===== src/rtl/usrt_pkg.sv =====
// ---------------------------------------------------------------------------
// usrt_pkg
// Shared definitions for the USRT link (transmitter and receive checker).
//   - parity-type encodings carried on the i_Parity field
//   - frame length and bit positions of the 11-bit frame
//   - transmitter FSM state type
//   - build_frame(): assembles start/data/parity/stop into one frame word
// ---------------------------------------------------------------------------
package usrt_pkg;

  // Parity type encodings; 2'b11 is treated the same as PAR_NONE.
  localparam logic [1:0] PAR_NONE = 2'b00;
  localparam logic [1:0] PAR_EVEN = 2'b01;
  localparam logic [1:0] PAR_ODD  = 2'b10;

  // Frame layout, sent from bit FRAME_BITS-1 down to bit 0.
  localparam int FRAME_BITS = 11;
  localparam int START_POS  = 10;
  localparam int DATA_MSB   = 9;
  localparam int DATA_LSB   = 2;
  localparam int PAR_POS    = 1;
  localparam int STOP_POS   = 0;

  typedef logic [FRAME_BITS-1:0] frame_t;

  typedef enum logic {
    ST_IDLE  = 1'b0,
    ST_SHIFT = 1'b1
  } tx_state_e;

  // Start bit is low and stop bit is high so the line shows a falling edge
  // at every frame start, even for back-to-back frames.
  function automatic frame_t build_frame(input logic [7:0] data,
                                         input logic       par_bit);
    frame_t f;
    f                   = '0;
    f[START_POS]        = 1'b0;
    f[DATA_MSB:DATA_LSB] = data;
    f[PAR_POS]          = par_bit;
    f[STOP_POS]         = 1'b1;
    return f;
  endfunction

endpackage


===== src/rtl/usrt_tx_if.sv =====
// ---------------------------------------------------------------------------
// usrt_tx_if
// Word handshake into the USRT transmitter.
//   i_Data   [7:0]  byte to send
//   i_Parity [1:0]  parity type (01 even, 10 odd, 00/11 none)
//   i_Valid         i_Data/i_Parity valid
//   o_Ready         transmitter can take a word this cycle
// A word transfers on a rising clock edge where i_Valid && o_Ready.
// Signal names are written from the transmitter's point of view.
// ---------------------------------------------------------------------------
interface usrt_tx_if;

  logic [7:0] i_Data;
  logic [1:0] i_Parity;
  logic       i_Valid;
  logic       o_Ready;

  // Word source (e.g. a testbench or upstream FIFO).
  modport master (
    output i_Data,
    output i_Parity,
    output i_Valid,
    input  o_Ready
  );

  // Transmitter side.
  modport slave (
    input  i_Data,
    input  i_Parity,
    input  i_Valid,
    output o_Ready
  );

endinterface


===== src/rtl/usrt_parity_gen.sv =====
// ---------------------------------------------------------------------------
// usrt_parity_gen
// Combinational parity bit for one data byte.
//   i_Data   [7:0]  byte
//   i_Parity [1:0]  parity type
//   o_Par           bit placed in the frame parity slot
// Even: slot makes the number of ones in data+parity even.
// Odd : slot makes it odd.
// None: slot is a fixed 1, so the frame length never changes.
// ---------------------------------------------------------------------------
module usrt_parity_gen
  import usrt_pkg::*;
(
  input  logic [7:0] i_Data,
  input  logic [1:0] i_Parity,
  output logic       o_Par
);

  always_comb begin
    o_Par = 1'b1;
    case (i_Parity)
      PAR_EVEN: o_Par = ^i_Data;
      PAR_ODD:  o_Par = ~^i_Data;
      PAR_NONE: o_Par = 1'b1;
      default:  o_Par = 1'b1;
    endcase
  end

endmodule


===== src/rtl/usrt_tx.sv =====
// ---------------------------------------------------------------------------
// usrt_tx
// Synchronous serial transmitter for the USRT link. Takes a byte plus parity
// type over a valid/ready handshake, frames it as start/D7..D0/parity/stop and
// shifts it out MSB-first with a generated serial clock. A one-entry holding
// buffer lets the next word wait so frames can run back-to-back.
//
// Parameters
//   CLKS_PER_BIT  i_Pclk cycles per serial bit (even, >= 2)
// Ports
//   i_Pclk        system clock, rising edge
//   i_Rstn        synchronous active-low reset
//   io_Bus        word handshake (usrt_tx_if.slave)
//   o_Tx          serial data, idles high
//   o_Sclk        serial clock, idles high; low for the first half of a bit
//   o_Busy        frame shifting or holding buffer occupied
//   o_Done        one-cycle pulse in the last cycle of every frame
// ---------------------------------------------------------------------------
module usrt_tx
  import usrt_pkg::*;
#(
  parameter int CLKS_PER_BIT = 16
) (
  input  logic     i_Pclk,
  input  logic     i_Rstn,
  usrt_tx_if.slave io_Bus,
  output logic     o_Tx,
  output logic     o_Sclk,
  output logic     o_Busy,
  output logic     o_Done
);

  localparam int              CNT_W     = $clog2(CLKS_PER_BIT);
  localparam logic [CNT_W-1:0] CNT_LAST = CNT_W'(CLKS_PER_BIT - 1);
  localparam logic [CNT_W-1:0] CNT_PRE  = CNT_W'(CLKS_PER_BIT - 2);
  localparam logic [CNT_W-1:0] CNT_HALF = CNT_W'(CLKS_PER_BIT / 2 - 1);
  localparam logic [3:0]       BIT_FIRST = 4'(FRAME_BITS - 1);

  // Control state
  tx_state_e        r_state;
  logic [3:0]       r_bit_cnt;
  logic [CNT_W-1:0] r_clk_cnt;
  logic             r_buf_full;
  logic             r_tx;
  logic             r_sclk;
  logic             r_busy;
  logic             r_done;

  // Datapath state (no reset needed: only consumed after a load)
  logic [FRAME_BITS-2:0] r_shift;
  logic [7:0]            r_buf_data;
  logic [1:0]            r_buf_par;

  // Next-state / control decode
  tx_state_e w_state_nxt;
  logic      w_load;
  logic      w_load_from_buf;
  logic      w_buf_wr;
  logic      w_buf_clr;
  logic      w_go_idle;
  logic      w_buf_full_nxt;

  logic      w_xfer;
  logic      w_bit_end;
  logic      w_frame_end;

  // Frame build
  logic [7:0] w_src_data;
  logic [1:0] w_src_par;
  logic       w_par_bit;
  frame_t     w_frame;

  assign io_Bus.o_Ready = !r_buf_full;

  assign w_xfer      = io_Bus.i_Valid && !r_buf_full;
  assign w_bit_end   = (r_clk_cnt == CNT_LAST);
  assign w_frame_end = (r_state == ST_SHIFT) && (r_bit_cnt == 4'd0) && w_bit_end;

  // One parity generator serves both load paths: the source mux picks the
  // buffered word when handing off, otherwise the word on the bus.
  assign w_src_data = w_load_from_buf ? r_buf_data : io_Bus.i_Data;
  assign w_src_par  = w_load_from_buf ? r_buf_par  : io_Bus.i_Parity;

  usrt_parity_gen u_parity_gen (
    .i_Data   (w_src_data),
    .i_Parity (w_src_par),
    .o_Par    (w_par_bit)
  );

  assign w_frame = build_frame(w_src_data, w_par_bit);

  assign w_buf_full_nxt = w_buf_wr ? 1'b1 : (w_buf_clr ? 1'b0 : r_buf_full);

  // ---- FSM: next state and control decode ----
  always_comb begin
    w_state_nxt     = r_state;
    w_load          = 1'b0;
    w_load_from_buf = 1'b0;
    w_buf_wr        = 1'b0;
    w_buf_clr       = 1'b0;
    w_go_idle       = 1'b0;
    case (r_state)
      ST_IDLE: begin
        if (w_xfer) begin
          w_load      = 1'b1;
          w_state_nxt = ST_SHIFT;
        end
      end
      ST_SHIFT: begin
        if (w_frame_end) begin
          // Buffered word has priority; o_Ready is low while it waits, so
          // a bus transfer cannot coincide with this hand-off.
          if (r_buf_full) begin
            w_load          = 1'b1;
            w_load_from_buf = 1'b1;
            w_buf_clr       = 1'b1;
          end else if (w_xfer) begin
            w_load = 1'b1;
          end else begin
            w_go_idle   = 1'b1;
            w_state_nxt = ST_IDLE;
          end
        end else if (w_xfer) begin
          w_buf_wr = 1'b1;
        end
      end
      default: begin
        w_state_nxt = ST_IDLE;
      end
    endcase
  end

  // ---- FSM state register ----
  always_ff @(posedge i_Pclk) begin
    if (!i_Rstn) begin
      r_state <= ST_IDLE;
    end else begin
      r_state <= w_state_nxt;
    end
  end

  // ---- Control: counters, buffer flag, registered outputs ----
  always_ff @(posedge i_Pclk) begin
    if (!i_Rstn) begin
      r_bit_cnt  <= '0;
      r_clk_cnt  <= '0;
      r_buf_full <= 1'b0;
      r_tx       <= 1'b1;
      r_sclk     <= 1'b1;
      r_busy     <= 1'b0;
      r_done     <= 1'b0;
    end else begin
      r_busy <= (w_state_nxt == ST_SHIFT) || w_buf_full_nxt;
      // Registered o_Done: raise it one cycle early so it is high during
      // the final cycle of the stop bit.
      r_done <= (r_state == ST_SHIFT) && (r_bit_cnt == 4'd0) &&
                (r_clk_cnt == CNT_PRE);
      r_buf_full <= w_buf_full_nxt;

      if (w_load) begin
        r_tx      <= w_frame[START_POS];
        r_sclk    <= 1'b0;
        r_clk_cnt <= '0;
        r_bit_cnt <= BIT_FIRST;
      end else if (w_go_idle) begin
        r_tx      <= 1'b1;
        r_sclk    <= 1'b1;
        r_clk_cnt <= '0;
        r_bit_cnt <= '0;
      end else if (r_state == ST_SHIFT) begin
        if (w_bit_end) begin
          // Bit boundary: new data appears together with the falling
          // edge of o_Sclk, leaving half a bit of setup before the rise.
          r_tx      <= r_shift[FRAME_BITS-2];
          r_sclk    <= 1'b0;
          r_clk_cnt <= '0;
          r_bit_cnt <= r_bit_cnt - 4'd1;
        end else begin
          r_clk_cnt <= r_clk_cnt + 1'b1;
          if (r_clk_cnt == CNT_HALF) begin
            r_sclk <= 1'b1;
          end
        end
      end
    end
  end

  // ---- Datapath: shifter and holding buffer ----
  always_ff @(posedge i_Pclk) begin
    // The start bit goes straight to r_tx on load; the shifter holds the
    // remaining bits, MSB next.
    if (w_load) begin
      r_shift <= w_frame[FRAME_BITS-2:0];
    end else if ((r_state == ST_SHIFT) && w_bit_end) begin
      r_shift <= {r_shift[FRAME_BITS-3:0], 1'b1};
    end
    if (w_buf_wr) begin
      r_buf_data <= io_Bus.i_Data;
      r_buf_par  <= io_Bus.i_Parity;
    end
  end

  assign o_Tx   = r_tx;
  assign o_Sclk = r_sclk;
  assign o_Busy = r_busy;
  assign o_Done = r_done;

endmodule


===== src/flat_wrapper.sv =====
// flat-port wrapper written by rule: the top's interface ports become plain ports
module usrt_tx_flat import usrt_pkg::*;
#(
  parameter int CLKS_PER_BIT = 16
)
  (i_Pclk, i_Rstn, o_Tx, o_Sclk, o_Busy, o_Done, io_Bus_i_Data, io_Bus_i_Parity, io_Bus_i_Valid, io_Bus_o_Ready);
  usrt_tx_if io_Bus_i ();
  input  logic i_Pclk;
  input  logic i_Rstn;
  output logic o_Tx;
  output logic o_Sclk;
  output logic o_Busy;
  output logic o_Done;
  input wire logic [$bits(io_Bus_i.i_Data)-1:0] io_Bus_i_Data;
  input wire logic [$bits(io_Bus_i.i_Parity)-1:0] io_Bus_i_Parity;
  input wire logic [$bits(io_Bus_i.i_Valid)-1:0] io_Bus_i_Valid;
  output wire logic [$bits(io_Bus_i.o_Ready)-1:0] io_Bus_o_Ready;
  assign io_Bus_i.i_Data = io_Bus_i_Data;
  assign io_Bus_i.i_Parity = io_Bus_i_Parity;
  assign io_Bus_i.i_Valid = io_Bus_i_Valid;
  assign io_Bus_o_Ready = io_Bus_i.o_Ready;
  usrt_tx #(.CLKS_PER_BIT(CLKS_PER_BIT)) u_core (.i_Pclk(i_Pclk), .i_Rstn(i_Rstn), .io_Bus(io_Bus_i), .o_Tx(o_Tx), .o_Sclk(o_Sclk), .o_Busy(o_Busy), .o_Done(o_Done));
endmodule

===== config.mk =====
export PLATFORM = sky130hd
export DESIGN_NAME = usrt_tx_flat
export DESIGN_NICKNAME = d
export VERILOG_FILES = /design/src/rtl/usrt_pkg.sv /design/src/rtl/usrt_tx_if.sv /design/src/rtl/usrt_parity_gen.sv /design/src/rtl/usrt_tx.sv /design/src/flat_wrapper.sv
export SDC_FILE = /design/constraint.sdc
export NUM_CORES = 1
export LEC_CHECK = 0
export ABC_AREA = 1
export CORE_MARGIN = 2
export CORE_UTILIZATION = 53
export CTS_BUF_LIST = sky130_fd_sc_hd__clkbuf_8
export DETAILED_ROUTE_END_ITERATION = 7
export GPL_TIMING_DRIVEN = 0
export MAX_ROUTING_LAYER = met4
export PLACE_DENSITY = 0.77
export SYNTH_ARGS = -nofsm -noshare
export SYNTH_HDL_FRONTEND = slang
export SYNTH_SLANG_ARGS = --single-unit
export TNS_END_PERCENT = 100

===== constraint.sdc =====
create_clock -name i_Pclk -period 2.2 [get_ports i_Pclk]
set_clock_uncertainty 0.15 [all_clocks]
set_input_delay 0.55 -clock i_Pclk [delete_from_list [all_inputs] [get_ports i_Pclk]]
set_output_delay 0.55 -clock i_Pclk [all_outputs]
set_load 0.05 [all_outputs]

==> impl_metrics.json <==
{
  "syn-mean-instance-area_sq_um": 7.47,
  "violations": "setup timing",
  "cp-start-kind": "flip-flop",
  "clock_tree.htree_level_count": 2,
  "finalWeightedCongestion": 0.810,
  "synth_top_cell_area_share": 0.296,
  "timing_worst_slew_pin_value_ns": 0.492,
  "fin_tns_setup_ns": -0.00862,
  "std_cell_rows": 21,
  "share_of_post_route_cells_with_drive_strength_above_1": 0.228,
  "whs_path_depth": 2,
  "firstDrtPassIters": 4,
  "place.port_buffers": 17,
  "timing.critical_path.required_ns": 1.50,
  "crit-reg2reg-launch": "u_core.r_clk_cnt[0]",
  "cts_hold_buffers": 0,
  "final.period_utilization": 1.00,
  "grt_setup_unrepaired": "true",
  "max_freq_mhz": 453,
  "min_delay_worst_endpoint": "u_core.r_bit_cnt[0]",
  "final_common_cell": "sky130_fd_sc_hd__nand2_1",
  "finalWorstPathRequiredPeriod_ns": 2.21,
  "syn-num-nets": 277,
  "setup_ws_pre_cts_ns": -0.380,
  "largest_net_degree_at_the_start_of_global_routing": 11,
  "ioPinCount": 18,
  "synth.cell_area_sq_um": 1930,
  "critPathKind": "flip-flop to output pin",
  "synthesis.instances": 258,
  "critical_path_maximum_fanout": 10,
  "synth-seq-area-share": 0.441,
  "drt-vias-per-instance": 5.14,
  "clk_root_buffer_cell": "sky130_fd_sc_hd__clkbuf_8",
  "run_status": "finished with violations",
  "worst-r2r-cell-count": 10,
  "synth_area_leaders": "sky130_fd_sc_hd__edfxtp_1 (30%), sky130_fd_sc_hd__nand2_1 (17%), sky130_fd_sc_hd__dfxtp_1 (15%)",
  "chipHeight_microns": 64.3,
  "design.core.area_sq_um": 3420,
  "worst-r2r-setup-slack_ns": 0.01,
  "area.growth.synth_to_final_pct": 27.7,
  "cts_buffer_depth": 2,
  "post_route_standard_cell_area_excluding_fillers_sq_um": 2460,
  "postSynthRegisterBits": 33,
  "maxCapViolCount": 0,
  "synth.distinct_cells": 26,
  "overall_die_area_sq_um": 4140,
  "cts_tree": "done",
  "power.static_leakage_nw": 1.14,
  "fin_total_pwr_mw": 1.49,
  "grt_use_total": 0.243,
  "hold_violations": 0,
  "clock_sink_count": 33,
  "antenna_cells_inserted": 0,
  "cts.clk_slew.worst_paths_ns": 0.07,
  "vias_in_the_first_global_route": 1601,
  "timing.final.max_slew_violations": 0,
  "globalRoute.totalOverflow": 0,
  "cts-buffers-inserted": 5,
  "initial_core_util": 0.564,
  "antenna_violating_nets_post_route": 0,
  "post_drt_wl_per_cell_microns": 12.6,
  "drt_drc_violations_left": 0,
  "hp-start": "u_core.r_bit_cnt[0]",
  "routed_wirelength_microns": 4330,
  "setup.worst_path.end_class": "output pin",
  "highest_count_cells_in_the_layout_ignoring_fill_and_taps": "sky130_fd_sc_hd__nand2_1 (76), sky130_fd_sc_hd__inv_1 (40), sky130_fd_sc_hd__edfxtp_1 (19)",
  "placed_area_sq_um": 2160,
  "detailed_place_hpwl_microns": 2900,
  "drt_iter0_drc": 120,
  "rel_slew_slack": 0.671,
  "finalSetupViolations": 1,
  "grt_antenna_before_repair": 0,
  "ir_drop_uv": 318,
  "floorplan.die.width_microns": 64.3,
  "yosysTopAreaCell": "sky130_fd_sc_hd__edfxtp_1",
  "total_nets_final": 316,
  "synth_warn": 0,
  "crit_arrival_ns": 1.51,
  "cellPowerDensity_nw_per_um2": 606,
  "clock_insertion_delay_worst_skew_ns": 0.29,
  "first_pass_grt_wire_length_microns": 7380,
  "detailroute.via_count": 1769,
  "min_path_type": "flip-flop to flip-flop",
  "end_of_the_worst_register_to_register_path": "u_core.r_shift[1]",
  "final.setup.worst_slack_ns": -0.00862
}
==> state kept, by name, summed over array words and instances (netlist names) <==
name and count:
u_core.o_Tx 1, u_core.o_Sclk 1, u_core.r_clk_cnt 4, u_core.r_bit_cnt 4, u_core.o_Busy 1, u_core.r_buf_par 2
u_core.r_buf_full 1, u_core.o_Done 1, u_core.r_state 1, u_core.r_buf_data 8, u_core.r_shift 9
==> cell usage after synthesis (all sizes together) <==
cell type  number
dfxtp          14
o211ai          2
nor2           17
a21oi           7
buf             8
edfxtp         19
nand3           9
inv            45
nor3            5
a31oi           1
o21ai          16
o31ai           1
ha              6
xor2            2
or2             2
nand4          13
nand2          89
o22ai           2
==> critical path, stage by stage (launching register included) <==
cell,delay (ns)
sky130_fd_sc_hd__dfxtp_1,0.31
sky130_fd_sc_hd__buf_2,0.20
sky130_fd_sc_hd__buf_2,0.26
sky130_fd_sc_hd__inv_1,0.11
sky130_fd_sc_hd__clkdlybuf4s15_2,0.34
==> cells by family (layout without fill, tap and decap cells) <==
group	Yosys count	count (layout)	synth area share
xor gates and xnor gates	2	2	0.00909
and+or+nand+nor	135	135	0.308
DFF	33	33	0.441
buffers and inverters	53	93	0.117
adders and majority gates	6	6	0.0389
AOI/OAI and AO/OA	29	29	0.0850
==> power by group <==
part           internal, mW  leakage, nW  switching [mW]
combinational         0.120        0.796           0.175
sequential            0.700        0.293          0.0180
clock                 0.248       0.0486           0.232
total                  1.07         1.14           0.425
==> what timing repair did <==
item	CTS	global route
pin swaps	3	16
cloned	1	0
setup endpoints to repair	24	32
setup buffers	9	5
resized for setup	16	30
==> worst max-delay path by stage <==
stage | from | to
after floorplan | u_core.r_bit_cnt[0] | u_core.r_shift[1]
after global placement | io_Bus_i_Valid | u_core.r_buf_par[1]
after detailed placement | io_Bus_i_Valid | u_core.r_buf_data[1]
after CTS | u_core.r_bit_cnt[0] | u_core.r_buf_data[2]
after global routing | u_core.r_clk_cnt[0] | u_core.r_shift[1]
final | u_core.r_buf_full | io_Bus_o_Ready
==> through the flow <==
stage	std cells	util	hold WS (ns)
detailed placement	321	0.631	0.310
CTS	339	0.686	0.321
finish	344	0.721	0.320
floorplan	258	-	0.291
global placement	321	0.631	0.298
global route	344	0.721	0.331
==> area by class of cell <==
type                       count  area (sq um)
fill                         282           953
multi-input combinational    172           917
sequential                    33           857
timing repair buffer          32           293
inverter                      45           173
clock buffer                   6          82.6
buffer                         8          73.8
tap                           46          57.6
clock inverter                 2          8.76
==> layer usage <==
layer	wire (microns)	track usage	up-vias
met5	0	-	-
li1	-	-	908
met2	2070	0.392	39
met4	61	0.0878	0
met3	212	0.0616	7
met1	1980	0.295	815
No activity file was read; power rests on OpenSTA's default activity.
